## src/rtl/mux_nto1_rr_pkg.sv

```systemverilog
// Shared definitions for the N:1 valid/ready multiplexer.
//   MODE_SEL   - channel chosen by the select input
//   MODE_RR    - channel chosen by the internal round-robin arbiter
//   clog2_min1 - index width for N channels, never less than one bit
package mux_nto1_rr_pkg;

    localparam int MODE_SEL = 0;
    localparam int MODE_RR  = 1;

    // Smallest width that can index `value` entries, clamped to at least 1.
    function automatic int clog2_min1(input int value);
        int width_v;
        width_v = 1;
        for (int i = 1; i < 31; i++) begin
            if ((32'sd1 <<< i) < value) begin
                width_v = i + 1;
            end else begin
                width_v = width_v;
            end
        end
        return width_v;
    endfunction

endpackage

```

## src/rtl/mux_nto1_rr_rr_arbiter.sv

```systemverilog
// Round-robin arbiter for the N:1 multiplexer.
// Ports:
//   clk_i, rst_i  - clock, synchronous active-high reset (clears the pointer)
//   req_i         - per-channel request vector
//   adv_i         - a transfer happens this cycle on the granted channel
//   grant_idx_o   - index of the granted channel (combinational)
//   grant_vld_o   - some channel is granted (combinational)
module mux_nto1_rr_rr_arbiter
    import mux_nto1_rr_pkg::*;
#(
    parameter int N     = 4,
    parameter int SEL_W = 2
) (
    input  logic             clk_i,
    input  logic             rst_i,
    input  logic [N-1:0]     req_i,
    input  logic             adv_i,
    output logic [SEL_W-1:0] grant_idx_o,
    output logic             grant_vld_o
);

    localparam logic [SEL_W-1:0] IDX_ZERO = {SEL_W{1'b0}};
    localparam logic [SEL_W-1:0] IDX_ONE  = SEL_W'(32'd1);

    logic [SEL_W-1:0] ptr_r;
    logic [SEL_W-1:0] grant_idx_s;
    logic             grant_vld_s;
    int               idx_v;

    // Pick the first requester at or after the pointer, wrapping once.
    always_comb begin
        grant_idx_s = IDX_ZERO;
        grant_vld_s = 1'b0;
        idx_v       = 0;
        for (int i = 0; i < N; i++) begin
            idx_v = (int'(ptr_r) + i) % N;
            if (!grant_vld_s && req_i[idx_v]) begin
                grant_vld_s = 1'b1;
                grant_idx_s = SEL_W'(idx_v);
            end else begin
                grant_vld_s = grant_vld_s;
            end
        end
    end

    // After a transfer the channel just served becomes lowest priority.
    always_ff @(posedge clk_i) begin
        if (rst_i) begin
            ptr_r <= IDX_ZERO;
        end else if (adv_i) begin
            ptr_r <= (int'(grant_idx_s) == N - 1) ? IDX_ZERO : grant_idx_s + IDX_ONE;
        end else begin
            ptr_r <= ptr_r;
        end
    end

    assign grant_idx_o = grant_idx_s;
    assign grant_vld_o = grant_vld_s;

endmodule

```

## src/rtl/mux_nto1_rr.sv

```systemverilog
// N-input, WIDTH-bit multiplexer with valid/ready handshake and a one-entry
// registered output stage. The channel is steered by select_i (MODE_SEL) or
// chosen by a round-robin arbiter (MODE_RR).
// Ports:
//   clk_i, rst_i - clock, synchronous active-high reset
//   data_i       - channel k at bits [k*WIDTH +: WIDTH]
//   valid_i      - channel k offers data
//   ready_o      - channel k accepted this cycle (combinational, one-hot or zero)
//   select_i     - requested channel, MODE_SEL only
//   data_o       - registered output beat
//   valid_o      - output register holds a beat
//   ready_i      - downstream takes the beat
//   src_o        - channel index of the beat on data_o
module mux_nto1_rr
    import mux_nto1_rr_pkg::*;
#(
    parameter int  WIDTH = 32,
    parameter int  N     = 4,
    parameter int  MODE  = MODE_SEL,
    localparam int SEL_W = clog2_min1(N)
) (
    input  logic               clk_i,
    input  logic               rst_i,
    input  logic [N*WIDTH-1:0] data_i,
    input  logic [N-1:0]       valid_i,
    output logic [N-1:0]       ready_o,
    input  logic [SEL_W-1:0]   select_i,
    output logic [WIDTH-1:0]   data_o,
    output logic               valid_o,
    input  logic               ready_i,
    output logic [SEL_W-1:0]   src_o
);

    logic [SEL_W-1:0] grant_idx_s;
    logic             granted_s;
    logic             load_en_s;
    logic             xfer_s;
    logic [WIDTH-1:0] sel_data_s;
    logic [WIDTH-1:0] data_r;
    logic [SEL_W-1:0] src_r;
    logic             valid_r;

    if (MODE == MODE_RR) begin : g_rr
        logic unused_select_s;
        assign unused_select_s = ^select_i;

        mux_nto1_rr_rr_arbiter #(
            .N     (N),
            .SEL_W (SEL_W)
        ) u_arb (
            .clk_i       (clk_i),
            .rst_i       (rst_i),
            .req_i       (valid_i),
            .adv_i       (xfer_s),
            .grant_idx_o (grant_idx_s),
            .grant_vld_o (granted_s)
        );
    end else begin : g_sel
        // Steered grant; an out-of-range select matches no channel.
        always_comb begin
            grant_idx_s = select_i;
            granted_s   = 1'b0;
            for (int k = 0; k < N; k++) begin
                if (int'(select_i) == k) begin
                    granted_s = valid_i[k];
                end else begin
                    granted_s = granted_s;
                end
            end
        end
    end

    // A draining full register may reload in the same cycle.
    assign load_en_s = !valid_r || ready_i;
    assign xfer_s    = load_en_s && granted_s && !rst_i;

    // One-hot accept strobe towards the granted producer.
    always_comb begin
        ready_o = {N{1'b0}};
        for (int k = 0; k < N; k++) begin
            if (xfer_s && (int'(grant_idx_s) == k)) begin
                ready_o[k] = 1'b1;
            end else begin
                ready_o[k] = 1'b0;
            end
        end
    end

    // Data of the granted channel.
    always_comb begin
        sel_data_s = {WIDTH{1'b0}};
        for (int k = 0; k < N; k++) begin
            if (int'(grant_idx_s) == k) begin
                sel_data_s = data_i[k*WIDTH +: WIDTH];
            end else begin
                sel_data_s = sel_data_s;
            end
        end
    end

    // Output register: load on transfer, empty when drained, hold otherwise.
    always_ff @(posedge clk_i) begin
        if (rst_i) begin
            valid_r <= 1'b0;
            data_r  <= {WIDTH{1'b0}};
            src_r   <= {SEL_W{1'b0}};
        end else if (xfer_s) begin
            valid_r <= 1'b1;
            data_r  <= sel_data_s;
            src_r   <= grant_idx_s;
        end else if (ready_i) begin
            valid_r <= 1'b0;
        end else begin
            valid_r <= valid_r;
        end
    end

    assign data_o  = data_r;
    assign valid_o = valid_r;
    assign src_o   = src_r;

endmodule

```

## config.mk

```make
export PLATFORM = sky130hd
export DESIGN_NAME = mux_nto1_rr
export DESIGN_NICKNAME = d
export VERILOG_FILES = /design/src/rtl/mux_nto1_rr_pkg.sv /design/src/rtl/mux_nto1_rr_rr_arbiter.sv /design/src/rtl/mux_nto1_rr.sv
export SDC_FILE = /design/constraint.sdc
export NUM_CORES = 1
export LEC_CHECK = 0
export BUFFER_PORTS_ARGS = -buffer_cell sky130_fd_sc_hd__buf_2
export CELL_PAD_IN_SITES_DETAIL_PLACEMENT = 1
export CELL_PAD_IN_SITES_GLOBAL_PLACEMENT = 2
export CORE_ASPECT_RATIO = 0.8
export CORE_UTILIZATION = 20
export DETAILED_ROUTE_END_ITERATION = 8
export HOLD_SLACK_MARGIN = 0.06
export PLACE_DENSITY_LB_ADDON = 0.1
export SYNTH_ARGS = -nofsm -noshare
export SYNTH_HDL_FRONTEND = slang
export SYNTH_SLANG_ARGS = --single-unit
```

## constraint.sdc

```tcl
create_clock -name clk_i -period 1.65 [get_ports clk_i]
set_input_delay 0.165 -clock clk_i [delete_from_list [all_inputs] [get_ports clk_i]]
set_output_delay 0.165 -clock clk_i [all_outputs]
set_load 0.005 [all_outputs]
```

# --- After elaboration in Yosys (flattened, before gate mapping) ---
# Cells that the tools add are included.
word_totals:
  regBits: 35
  output_inout_bits: 39
classes:
  n_eq_ne: 3
  muxes: 14
  reduce_logical: 11
op_table:
  columns: ["cell", "count"]
  rows:
  - ["2-to-1 mux 32 bit", 4]
  - ["2-to-1 mux 1 bit", 10]
  - ["logical AND 1 bit", 6]
  - ["equality test 2 bit (second input constant)", 2]
  - ["equality test 2 x 1 -> 1 bit (second input constant)", 1]
  - ["zero test 1 bit", 2]
  - ["zero test 2 bit", 1]
  - ["nonzero test 2 bit", 1]
  - ["logical OR 1 bit", 1]

# --- Depth between registers and ports, before layout ---
depth:
  word_depth: 9
  ltp_mapped: 6

# --- Least setup slack after synthesis ---
# OpenSTA, ideal clock, no wires.
synth_path:
  path_type: "input-to-reg"
  from: "input select_i[0]"
  to: "register data_r[0], in the netlist data_o[0]"
  setup_ps: 132
  arrival_time_ps: 1275
  setup_slack_ps: 243
  cell_stages: 5
  n_path_buf: 2
  cell_sequence: "buf_6 -> buf_2 -> mux4_1 -> nand2_1 -> a21oi_1"
synth_via:
  elab_chain_cells: 7
  elab_cells_between_ends: 14
  classes_between: "3 x eq/ne; 8 x mux; 3 x reduce/logical"
synth_lines:
  columns: ["item", "line_no", "text"]
  rows:
  - ["from (decl)", "mux_nto1_rr.sv:27", "input logic [SEL_W-1:0] select_i,"]
  - ["zero test 2 bit", "mux_nto1_rr.sv:64, mux_nto1_rr.sv:93", null]
  - ["2-to-1 mux 1 bit (4 in series)", "mux_nto1_rr.sv:64", "if (int'(select_i) == k) begin"]
  - ["logical AND 1 bit (2 in series)", "mux_nto1_rr.sv:75", "assign xfer_s = load_en_s && granted_s && !rst_i;"]
  - ["to (signal assigned)", "mux_nto1_rr.sv:105", "data_r <= {WIDTH{1'b0}};"]
  - ["to (signal assigned)", "mux_nto1_rr.sv:109", "data_r <= sel_data_s;"]
  - ["to (decl)", "mux_nto1_rr.sv:39", "logic [WIDTH-1:0] data_r;"]
# Several ways; a longest one is shown, not always the timed one.
# A chain may end at the register's enable or synchronous reset.

# --- Final worst setup path ---
layout_path:
  from: "register valid_r, in the netlist valid_o"
  to: "output ready_o[0]"
layout_via:
  elab_chain_cells: 6
layout_lines:
  columns: ["item", "line_no", "text"]
  rows:
  - ["from (decl)", "mux_nto1_rr.sv:41", "logic valid_r;"]
  - ["from (signal assigned)", "mux_nto1_rr.sv:114", "valid_r <= valid_r;"]
  - ["zero test 1 bit", "mux_nto1_rr.sv:74", "assign load_en_s = !valid_r || ready_i;"]
  - ["logical OR 1 bit", "mux_nto1_rr.sv:74", null]
  - ["logical AND 1 bit (2 in series)", "mux_nto1_rr.sv:75", null]
  - ["logical AND 1 bit", "mux_nto1_rr.sv:81", "if (xfer_s && (int'(grant_idx_s) == k)) begin"]
  - ["2-to-1 mux 1 bit", "mux_nto1_rr.sv:81", null]
  - ["to (decl)", "mux_nto1_rr.sv:26", "output logic [N-1:0] ready_o,"]
# Every way passes these cells.

==> results.json <==
{
  "cts-resized-gates": 0,
  "fin_ws_ps": 198,
  "hpwlAfterDp_um": 6050,
  "cp_data_arrival_time_ps": 1290,
  "drt-wirelength-per-cell_um": 14.1,
  "firstDrtPassIters": 4,
  "routed_via_density": 4.32,
  "cts_buffer_depth": 2,
  "clock-sinks": 35,
  "cts-root-buf": "clkbuf_16",
  "top_layer": "met4",
  "hold_path.class": "in -> reg",
  "cts_setup_buffers": 0,
  "ys.flop_type": "dfxtp_1",
  "syn_area_per_cell_um2": 10.1,
  "worst_setup_path_end_kind": "output pin",
  "drt_wl_total_um": 7400,
  "synth_fp_nets": 346,
  "synth.most_common_cell": "nand2_1",
  "max_stage_delay_ps": 310,
  "tightest_slew_ps": 303,
  "numCtsBuffers": 5,
  "crit_type": "reg -> out",
  "diodes": 0,
  "drv_slew": 0,
  "die_h_um": 93.9,
  "grt_pass1_wl_um": 11500,
  "post-route-period-util_pct": 88.0,
  "ys_ff_latch": 35,
  "synth_common_cells": "nand2_1, dfxtp_1, a21oi_1",
  "cts_tree": "built",
  "crit_fanout": 3,
  "cellLeakagePower_nw": 1.57,
  "hold_viol": 0,
  "async_flop_share_pct": 0,
  "ir_drop_v": 0.000391,
  "ys.warnings.count": 0,
  "yosysUniqueCellTypes": 21,
  "h-tree-depth": 2,
  "start_kind": "register",
  "wl_met1_um": 3140,
  "row_count": 33,
  "drtIter0Drc": 54,
  "antenna_found_initial": 0,
  "rsz0062_at_grt": "false",
  "required_ps": 1480,
  "clock_latency_ps": 270,
  "gp_congestion": 0.726,
  "crit_buf_inv": 1,
  "track_usage_pct": 14.1,
  "path_clk_slew_ps": 50,
  "die_area_um2": 11000,
  "tns_ps": 0,
  "clock_skew_ps": 3.13,
  "antenna_left": 0,
  "synth_cells": 209,
  "grt_start_max_net_pins": 25,
  "synth-edff-count": 0,
  "power.density_nw_per_um2": 756,
  "die_width_um": 117,
  "port_buffers": 175,
  "pre_cts_ws_ps": 98.2,
  "cp_cell_sequence": "nand2b_1 -> nand2_1 -> nor4b_1 -> buf_2",
  "max_freq_ghz": 0.689,
  "pin_count": 176,
  "syn_area_um2": 2110,
  "syn_to_final_growth_pct": 58.2,
  "initial_core_util_pct": 20.6,
  "drive_gt1_share_pct": 58.3,
  "overflow": 0,
  "fin_nets": 520,
  "vias": 2263,
  "wl_met3_um": 571,
  "period_needed_ps": 1450,
  "grt_pass1_vias": 2266,
  "ys_seq_area_share_pct": 33.2,
  "setup_violations": 0,
  "met2WireLength_um": 3650,
  "yosysTopAreaCellShare_pct": 33.2,
  "fp.coreArea_um2": 10200,
  "status": "finished clean",
  "cp_slowest_cell": "dfxtp_1",
  "slew_headroom_pct": 79.8,
  "synth_area_leaders": "dfxtp_1, mux4_2, nand2_1",
  "critPathTopFamily": "simple AND/OR/NAND/NOR gates",
  "cap_violations": 0,
  "postCtsHoldBufs": 0,
  "drc": 0,
  "yosysTopAreaCell": "dfxtp_1"
}
==> final cells by class <==
cell class                 count  area (um2)
timing repair buffer         186        1010
multi-input combinational    154        1290
fill                        1272        6900
inverter                       1        3.75
sequential                    35         701
clock buffer                   8         156
tap                          140         175
==> power by group <==
part	switching (mW)	total, mW	leakage [nW]	internal (mW)
registers	0.0265	0.929	0.286	0.902
logic	0.255	0.611	1.20	0.356
clock network	0.341	0.984	0.0772	0.643
==> metal layers <==
metal | up-vias | GRT usage (%)
met1 | 1074 | 17.7
met2 | 82 | 23.3
li1 | 1105 | -
met3 | 2 | 4.71
met5 | - | 0
met4 | 0 | 2.85
==> logic make-up (layout without fill, tap and decap cells) <==
logic type	after synthesis	after routing	share of synthesized area, %
AO/OA/AOI/OAI	36	36	8.72
buffers and inverters	20	195	5.46
AND/OR/NAND/NOR	83	83	15.9
multiplexers	35	35	36.7
flip-flops	35	35	33.2
==> cells in the final DEF, fill, tap and decap left out, drive strengths merged <==
cell    count
a21oi      33
a32oi       1
and3        1
buf       186
clkbuf      8
dfxtp      35
inv         1
mux2i       2
mux4       33
nand2      69
nand2b      2
nand3       1
nor2        6
nor2b       1
nor3        2
nor4b       1
o21ai       2
==> worst reg2reg max path, stage by stage, from the launching register on <==
cell      delay (ps)
dfxtp_1          310
nand2b_1         130
and3_1           290
buf_12           180
nand2_1           70
a21oi_1          120
==> flip-flops by register name, summed over array words and instances (netlist names) <==
register  count
src_o         2
valid_o       1
data_o       32
==> per-stage QoR <==
stage	utilization [%]	power [mW]	std cells	hold slack [ps]	area, um2
CTS	32.6	2.58	524	224	3340
global route	32.6	2.70	524	228	3340
floorplan	-	1.27	209	383	2110
global placement	31.1	1.57	516	439	3180
finish	32.6	2.52	524	218	3340
detailed placement	31.1	1.58	516	443	3180
==> worst paths after layout <==
kind / startpoint / endpoint / cells past startpoint / slack, ps
setup / recovery: valid_o$_SDFFE_PP0P_ / ready_o[0] / 4 / 200
hold / removal: rst_i / src_o[0]$_SDFFE_PP0P_ / 2 / 220
setup reg to reg: valid_o$_SDFFE_PP0P_ / data_o[31]$_SDFFE_PP0P_ / 5 / 480
hold reg to reg: data_o[5]$_SDFFE_PP0P_ / data_o[5]$_SDFFE_PP0P_ / 2 / 450
Power figures use the tool's default switching activity.
